File: config.mk
export PLATFORM = sky130hd
export DESIGN_NAME = ws2812_rx
export DESIGN_NICKNAME = d
export VERILOG_FILES = /design/src/rtl/ws2812_pkg.sv /design/src/rtl/ws2812_sync.sv /design/src/rtl/ws2812_rx.sv
export SDC_FILE = /design/constraint.sdc
export NUM_CORES = 1
export LEC_CHECK = 0
export BUFFER_PORTS_ARGS = -buffer_cell sky130_fd_sc_hd__buf_2
export CAP_MARGIN = 0
export CORE_ASPECT_RATIO = 0.8
export CORE_MARGIN = 8
export CORE_UTILIZATION = 50
export CTS_CLUSTER_SIZE = 28
export DETAILED_ROUTE_END_ITERATION = 7
export PLACE_DENSITY = 0.69
export SLEW_MARGIN = 30
export SYNTH_ARGS = -nofsm -noshare
export SYNTH_HDL_FRONTEND = slang
export SYNTH_SLANG_ARGS = --single-unit
File: constraint.sdc
create_clock -name clk -period 3.6 [get_ports clk]
set_input_delay 0.36 -clock clk [delete_from_list [all_inputs] [get_ports clk]]
set_output_delay 0.36 -clock clk [all_outputs]
set_load 0.1 [all_outputs]
File: src/rtl/ws2812_pkg.sv
// ws2812_pkg: shared WS2812B definitions used by the receiver and transmitter.
//   cycles()      time-to-clock-cycle conversion, rounded to nearest
//   *_NOM         nominal WS2812B line timing (seconds)
//   grb_to_rgb()  wire-order GRB word to {R,G,B}
//   rgb_to_grb()  {R,G,B} to wire-order GRB word
//   rx_state_t    receiver state encoding; ST_FORWARD exists only when
//                 WS2812_RX_FORWARD_EN is defined
package ws2812_pkg;

  localparam real T0H_NOM   = 0.40e-6;
  localparam real T0L_NOM   = 0.85e-6;
  localparam real T1H_NOM   = 0.80e-6;
  localparam real T1L_NOM   = 0.45e-6;
  localparam real RESET_NOM = 50.0e-6;

  // The small bias keeps exact halves (e.g. 40.5) from landing just below
  // .5 because of the binary representation of decimal times.
  function automatic int cycles(real t, int f);
    return int'($rtoi(t * real'(f) + 0.5 + 1.0e-6));
  endfunction

  function automatic logic [23:0] grb_to_rgb(logic [23:0] w);
    return {w[15:8], w[23:16], w[7:0]};
  endfunction

  function automatic logic [23:0] rgb_to_grb(logic [23:0] c);
    return {c[15:8], c[23:16], c[7:0]};
  endfunction

  typedef enum logic [2:0] {
    ST_WAIT_RESET,
    ST_IDLE,
    ST_HIGH,
`ifdef WS2812_RX_FORWARD_EN
    ST_LOW,
    ST_FORWARD
`else
    ST_LOW
`endif
  } rx_state_t;

endpackage

File: src/rtl/ws2812_sync.sv
// ws2812_sync: two-flop synchronizer for the asynchronous serial line with
// registered edge strobes. The strobes are aligned with the cycle in which
// the synchronized level first shows the new value.
//   clk   in   system clock
//   rst   in   synchronous, active-low reset
//   din   in   asynchronous serial input
//   sync  out  synchronized level
//   rise  out  one-cycle strobe on a synchronized rising edge
//   fall  out  one-cycle strobe on a synchronized falling edge
module ws2812_sync (
  input  logic clk,
  input  logic rst,
  input  logic din,
  output logic sync,
  output logic rise,
  output logic fall
);

  logic meta_p0;
  logic sync_p1;
  logic rise_p1;
  logic fall_p1;

  always_ff @(posedge clk) begin
    if (!rst) begin
      meta_p0 <= 1'b0;
      sync_p1 <= 1'b0;
      rise_p1 <= 1'b0;
      fall_p1 <= 1'b0;
    end else begin
      // stage 0: capture
      meta_p0 <= din;
      // stage 1: synchronized level and its edges
      sync_p1 <= meta_p0;
      rise_p1 <= meta_p0 & ~sync_p1;
      fall_p1 <= ~meta_p0 & sync_p1;
    end
  end

  assign sync = sync_p1;
  assign rise = rise_p1;
  assign fall = fall_p1;

endmodule

File: src/rtl/ws2812_rx.sv
// ws2812_rx: WS2812B single-wire receiver. Classifies high pulses by width,
// assembles 24-bit GRB words MSB first and presents them as {R,G,B}.
// Optional chain mode (macro WS2812_RX_FORWARD_EN): after the first word of
// a frame the line is forwarded to dout instead of decoded.
//   clk         in   system clock
//   rst         in   synchronous, active-low reset
//   din         in   asynchronous serial input
//   rgb_data    out  last received word as {R,G,B}
//   data_valid  out  one-cycle pulse when rgb_data updates
//   frame_end   out  one-cycle pulse when the latch low period completes
//   bit_error   out  one-cycle pulse on a malformed pulse or truncated word
//   busy        out  high while a frame is in progress
//   dout        out  forwarded serial output (0 unless chain mode)
module ws2812_rx
  import ws2812_pkg::*;
#(
  parameter int  CLK_FREQ    = 27_000_000,
  parameter real THRESH_time = 0.6e-6,
  parameter real HI_MIN_time = 0.15e-6,
  parameter real HI_MAX_time = 1.5e-6,
  parameter real RESET_time  = 50.0e-6
) (
  input  logic        clk,
  input  logic        rst,
  input  logic        din,
  output logic [23:0] rgb_data,
  output logic        data_valid,
  output logic        frame_end,
  output logic        bit_error,
  output logic        busy,
  output logic        dout
);

  localparam logic [15:0] THRESH_C = 16'(cycles(THRESH_time, CLK_FREQ));
  localparam logic [15:0] HI_MIN_C = 16'(cycles(HI_MIN_time, CLK_FREQ));
  localparam logic [15:0] HI_MAX_C = 16'(cycles(HI_MAX_time, CLK_FREQ));
  localparam logic [15:0] RESET_C  = 16'(cycles(RESET_time, CLK_FREQ));

  function automatic logic [15:0] sat_inc16(logic [15:0] v);
    return (v == 16'hFFFF) ? v : v + 16'd1;
  endfunction

  function automatic logic [4:0] sat_inc5(logic [4:0] v);
    return (v == 5'h1F) ? v : v + 5'd1;
  endfunction

  logic sync, rise, fall;

  ws2812_sync u_sync (
    .clk  (clk),
    .rst  (rst),
    .din  (din),
    .sync (sync),
    .rise (rise),
    .fall (fall)
  );

  rx_state_t   state, state_next;
  logic [15:0] hi_cnt, hi_next;
  logic [15:0] lo_cnt, lo_next;
  logic [4:0]  bit_cnt, bit_next;
  logic [23:0] word, word_next, shifted;
  logic [23:0] rgb_next;
  logic        dv_next, fe_next, be_next;
`ifdef WS2812_RX_FORWARD_EN
  logic        dout_p2, dout_next;
`endif

  always_comb begin
    state_next = state;
    hi_next    = hi_cnt;
    lo_next    = lo_cnt;
    bit_next   = bit_cnt;
    word_next  = word;
    rgb_next   = rgb_data;
    dv_next    = 1'b0;
    fe_next    = 1'b0;
    be_next    = 1'b0;
    shifted    = {word[22:0], (hi_cnt >= THRESH_C)};
`ifdef WS2812_RX_FORWARD_EN
    dout_next  = 1'b0;
`endif
    case (state)
      ST_WAIT_RESET: begin
        if (sync) begin
          lo_next = '0;
        end else if (lo_cnt >= RESET_C) begin
          lo_next    = '0;
          state_next = ST_IDLE;
        end else begin
          lo_next = sat_inc16(lo_cnt);
        end
      end
      ST_IDLE: begin
        if (rise) begin
          hi_next    = 16'd1;
          state_next = ST_HIGH;
        end
      end
      ST_HIGH: begin
        hi_next = sat_inc16(hi_cnt);
        // Over-long pulses are caught while still high; short ones on the fall.
        if ((hi_cnt > HI_MAX_C) || (fall && (hi_cnt < HI_MIN_C))) begin
          be_next    = 1'b1;
          bit_next   = '0;
          lo_next    = '0;
          state_next = ST_WAIT_RESET;
        end else if (fall) begin
          word_next  = shifted;
          lo_next    = 16'd1;
          state_next = ST_LOW;
          if (bit_cnt == 5'd23) begin
            rgb_next = grb_to_rgb(shifted);
            dv_next  = 1'b1;
            bit_next = '0;
`ifdef WS2812_RX_FORWARD_EN
            state_next = ST_FORWARD;
`endif
          end else begin
            bit_next = sat_inc5(bit_cnt);
          end
        end
      end
      ST_LOW: begin
        lo_next = sat_inc16(lo_cnt);
        if (lo_cnt >= RESET_C) begin
          fe_next    = 1'b1;
          be_next    = (bit_cnt != '0);
          bit_next   = '0;
          state_next = ST_IDLE;
        end else if (rise) begin
          hi_next    = 16'd1;
          state_next = ST_HIGH;
        end
      end
`ifdef WS2812_RX_FORWARD_EN
      ST_FORWARD: begin
        dout_next = sync;
        lo_next   = sync ? 16'd0 : sat_inc16(lo_cnt);
        if (lo_cnt >= RESET_C) begin
          fe_next    = 1'b1;
          dout_next  = 1'b0;
          state_next = ST_IDLE;
        end
      end
`endif
      default: state_next = ST_WAIT_RESET;
    endcase
  end

  // stage 2: decoder state and output registers
  always_ff @(posedge clk) begin
    if (!rst) begin
      state      <= ST_WAIT_RESET;
      hi_cnt     <= '0;
      lo_cnt     <= '0;
      bit_cnt    <= '0;
      rgb_data   <= '0;
      data_valid <= 1'b0;
      frame_end  <= 1'b0;
      bit_error  <= 1'b0;
`ifdef WS2812_RX_FORWARD_EN
      dout_p2    <= 1'b0;
`endif
    end else begin
      state      <= state_next;
      hi_cnt     <= hi_next;
      lo_cnt     <= lo_next;
      bit_cnt    <= bit_next;
      rgb_data   <= rgb_next;
      data_valid <= dv_next;
      frame_end  <= fe_next;
      bit_error  <= be_next;
`ifdef WS2812_RX_FORWARD_EN
      dout_p2    <= dout_next;
`endif
    end
  end

  // Shift register holds only data; bit_cnt decides what of it is valid.
  always_ff @(posedge clk) begin
    word <= word_next;
  end

`ifdef WS2812_RX_FORWARD_EN
  assign busy = (state == ST_HIGH) || (state == ST_LOW) || (state == ST_FORWARD);
  assign dout = dout_p2;
`else
  assign busy = (state == ST_HIGH) || (state == ST_LOW);
  assign dout = 1'b0;
`endif

endmodule
==> results.json <==
{
  "outcome": "finished clean",
  "cap_violations": 0,
  "drive_above_1_share_pct": 14.17,
  "clock_sinks": 94,
  "setup_tns_ns": 0,
  "syn_avg_cell_area_um2": 9.403,
  "period_share_pct": 67.00,
  "vias_per_cell": 5.913,
  "num_vias": 3684,
  "diodes": 0,
  "grt_pass1_wl_um": 16610,
  "fin_crit_ns": 2.412,
  "synth_warnings": 0,
  "slew_violations": 0,
  "clock_latency_ns": 0.35,
  "startpoint_type": "register",
  "nets": 514,
  "drc": 0,
  "finalHoldViolations": 0,
  "grt_max_degree": 79,
  "die_area_um2": 12450,
  "syn_inst": 485,
  "grt_overflow": 0,
  "leakagePower_nw": 1.961,
  "rsz0062_at_grt": "false",
  "htreeDepth": 3,
  "vdd_drop_max_mv": 0.3853,
  "yosys-top-cells-count": "nand2_1, dfxtp_1, nor2_1",
  "min_path_cells": 2,
  "synth_most_common_cell": "nand2_1",
  "max_freq_mhz": 414.6,
  "cts_resized": 0,
  "placed_area_um2": 4717,
  "tightest_slew_ns": 0.8122,
  "ys_seq_elements": 94,
  "clk_pin_slew_worst_paths_ns": 0.06,
  "design_area_um2": 5015,
  "num_io_pins": 32,
  "crit_type": "register to register",
  "synth-edff-count": 23,
  "arrival_ns": 2.67,
  "crit_required_ns": 3.85,
  "rows": 31,
  "start_util_pct": 50.90,
  "grt_antenna_before_repair": 0,
  "synth_flop_cell": "dfxtp_1",
  "hpwl_um": 6595,
  "cts_tree": "yes",
  "yosysSeqAreaShare_pct": 46.31,
  "place.gp.congestion": 0.9047,
  "routed_wl_um": 9831,
  "p_total_mw": 2.099,
  "power_density_nw_per_um2": 418.5,
  "grt_usage_pct": 16.49,
  "hp-class": "input port to register",
  "die_h_um": 101.4,
  "drt_iter0_markers": 310,
  "synth_area_leaders": "dfxtp_1, edfxtp_1, nand2_1",
  "die_x_um": 122.8,
  "cts_buffers": 9,
  "grt_pass1_vias": 3490,
  "critPathMaxFanout": 14,
  "root_buffer": "clkbuf_16",
  "reg2reg_depth": 5,
  "ys_async_sr_fraction_pct": 0,
  "synth_area_leader_cell": "dfxtp_1",
  "final_antenna_net_count": 0,
  "fp.coreArea_um2": 8960,
  "yosysUniqueCellTypes": 69,
  "firstDrtPassIters": 5,
  "syn_area_um2": 4561,
  "slew_headroom_pct": 45.66,
  "post_cts_buffers": 0,
  "detail_route.wl_per_cell_um": 15.78,
  "cts.path.max_buffers": 2,
  "endpoint_kind": "register",
  "setup_violations": 0,
  "io_buffer_count": 30,
  "areaGrowthSynthToFinish_pct": 9.959,
  "skew_ns": 0.005580,
  "hold_buffers": 0,
  "synth_top_cell_area_share_pct": 31.17
}
[critical path, cell delays in order, from the launching register on]
cell      delay [ns]
dfxtp_1         0.52
nand3_1         0.19
or3_1           0.43
nor2_1          0.65
o21ai_0         0.23
a311oi_2        0.29
[path summary, 6_finish.rpt]
check	start	to	slack [ns]
max reg2reg	lo_cnt[7]	lo_cnt[11]	1.19
min reg2reg	u_sync.meta_p0	u_sync.fall	0.41
min	din	u_sync.meta_p0	0.22
max	lo_cnt[7]	lo_cnt[11]	1.19
[logic make-up (layout without fill, tap and decap cells)]
| family | Yosys count | in the layout | share of synthesized area, % |
|---|---|---|---|
| muxes | 27 | 27 | 5.926 |
| and+or+nand+nor | 212 | 212 | 23.73 |
| adders and majority gates | 8 | 8 | 2.195 |
| DFF | 94 | 94 | 46.31 |
| AOI/OAI and AO/OA | 99 | 99 | 16.54 |
| buffers and inverters | 44 | 66 | 5.212 |
| other | 1 | 2 | 0.08223 |
[routing by layer]
| metal | global-route usage (%) | vias to the layer above | routed length [um] |
|---|---|---|---|
| li1 | - | 1827 | - |
| met1 | 21.56 | 1756 | 4803 |
| met2 | 25.78 | 85 | 4369 |
| met3 | 3.955 | 16 | 494 |
| met4 | 6.355 | 0 | 163 |
| met5 | 0 | - | 0 |
[layout make-up]
type                            count  area (um2)
Clock inverter                      6       68.82
Multi-Input combinational cell    348        2217
Clock buffer                       10       229.0
Sequential cell                    94        2112
Fill cell                         804        3945
Tap cell                          115       143.9
Inverter                           15       56.30
Timing Repair Buffer               35       187.7
[where the power goes]
group | internal (mW) | total, mW | switching, mW
combinational | 0.0151 | 0.0561 | 0.0409
clock | 0.543 | 0.956 | 0.412
sequential | 1.08 | 1.09 | 0.00705
[registers in the layout (all words and copies together), names as in the netlist, 3 cells and up]
signal	count
hi_cnt	16
state	3
lo_cnt	16
rgb_data	24
word	23
bit_cnt	5
[metrics by stage]
| step | hold WS [ns] | setup slack, ns | utilization (%) | cells |
|---|---|---|---|---|
| after floorplan | 0.3824 | 1.081 | - | 486 |
| after global routing | 0.2062 | 0.9359 | 55.97 | 623 |
| after global placement | 0.3976 | 1.349 | 52.65 | 607 |
| final | 0.2172 | 1.188 | 55.97 | 623 |
| after CTS | 0.2110 | 1.203 | 55.97 | 623 |
| after detailed placement | 0.4034 | 1.206 | 52.65 | 607 |
[cells in the final DEF, fill, tap and decap left out, types with 5 or more instances in the layout]
cell / synthesis / final
buf_2: 4 / 30
dfxtp_1: 71 / 71
nor4_1: 5 / 5
or4_1: 7 / 7
ha_1: 8 / 8
nand2_1: 88 / 88
nand3_1: 19 / 19
a21oi_1: 24 / 24
o21ai_0: 10 / 10
o21a_1: 5 / 5
mux2i_1: 27 / 27
o221a_2: 5 / 5
nor3_1: 12 / 12
buf_4: 3 / 5
inv_1: 15 / 15
nor2b_1: 6 / 6
a31oi_1: 5 / 5
o31ai_1: 6 / 6
edfxtp_1: 23 / 23
or3_1: 6 / 6
nand4_1: 12 / 12
clkbuf_16: 0 / 9
nor2_1: 31 / 30
Note: power is estimated with default switching activity, not from simulation.
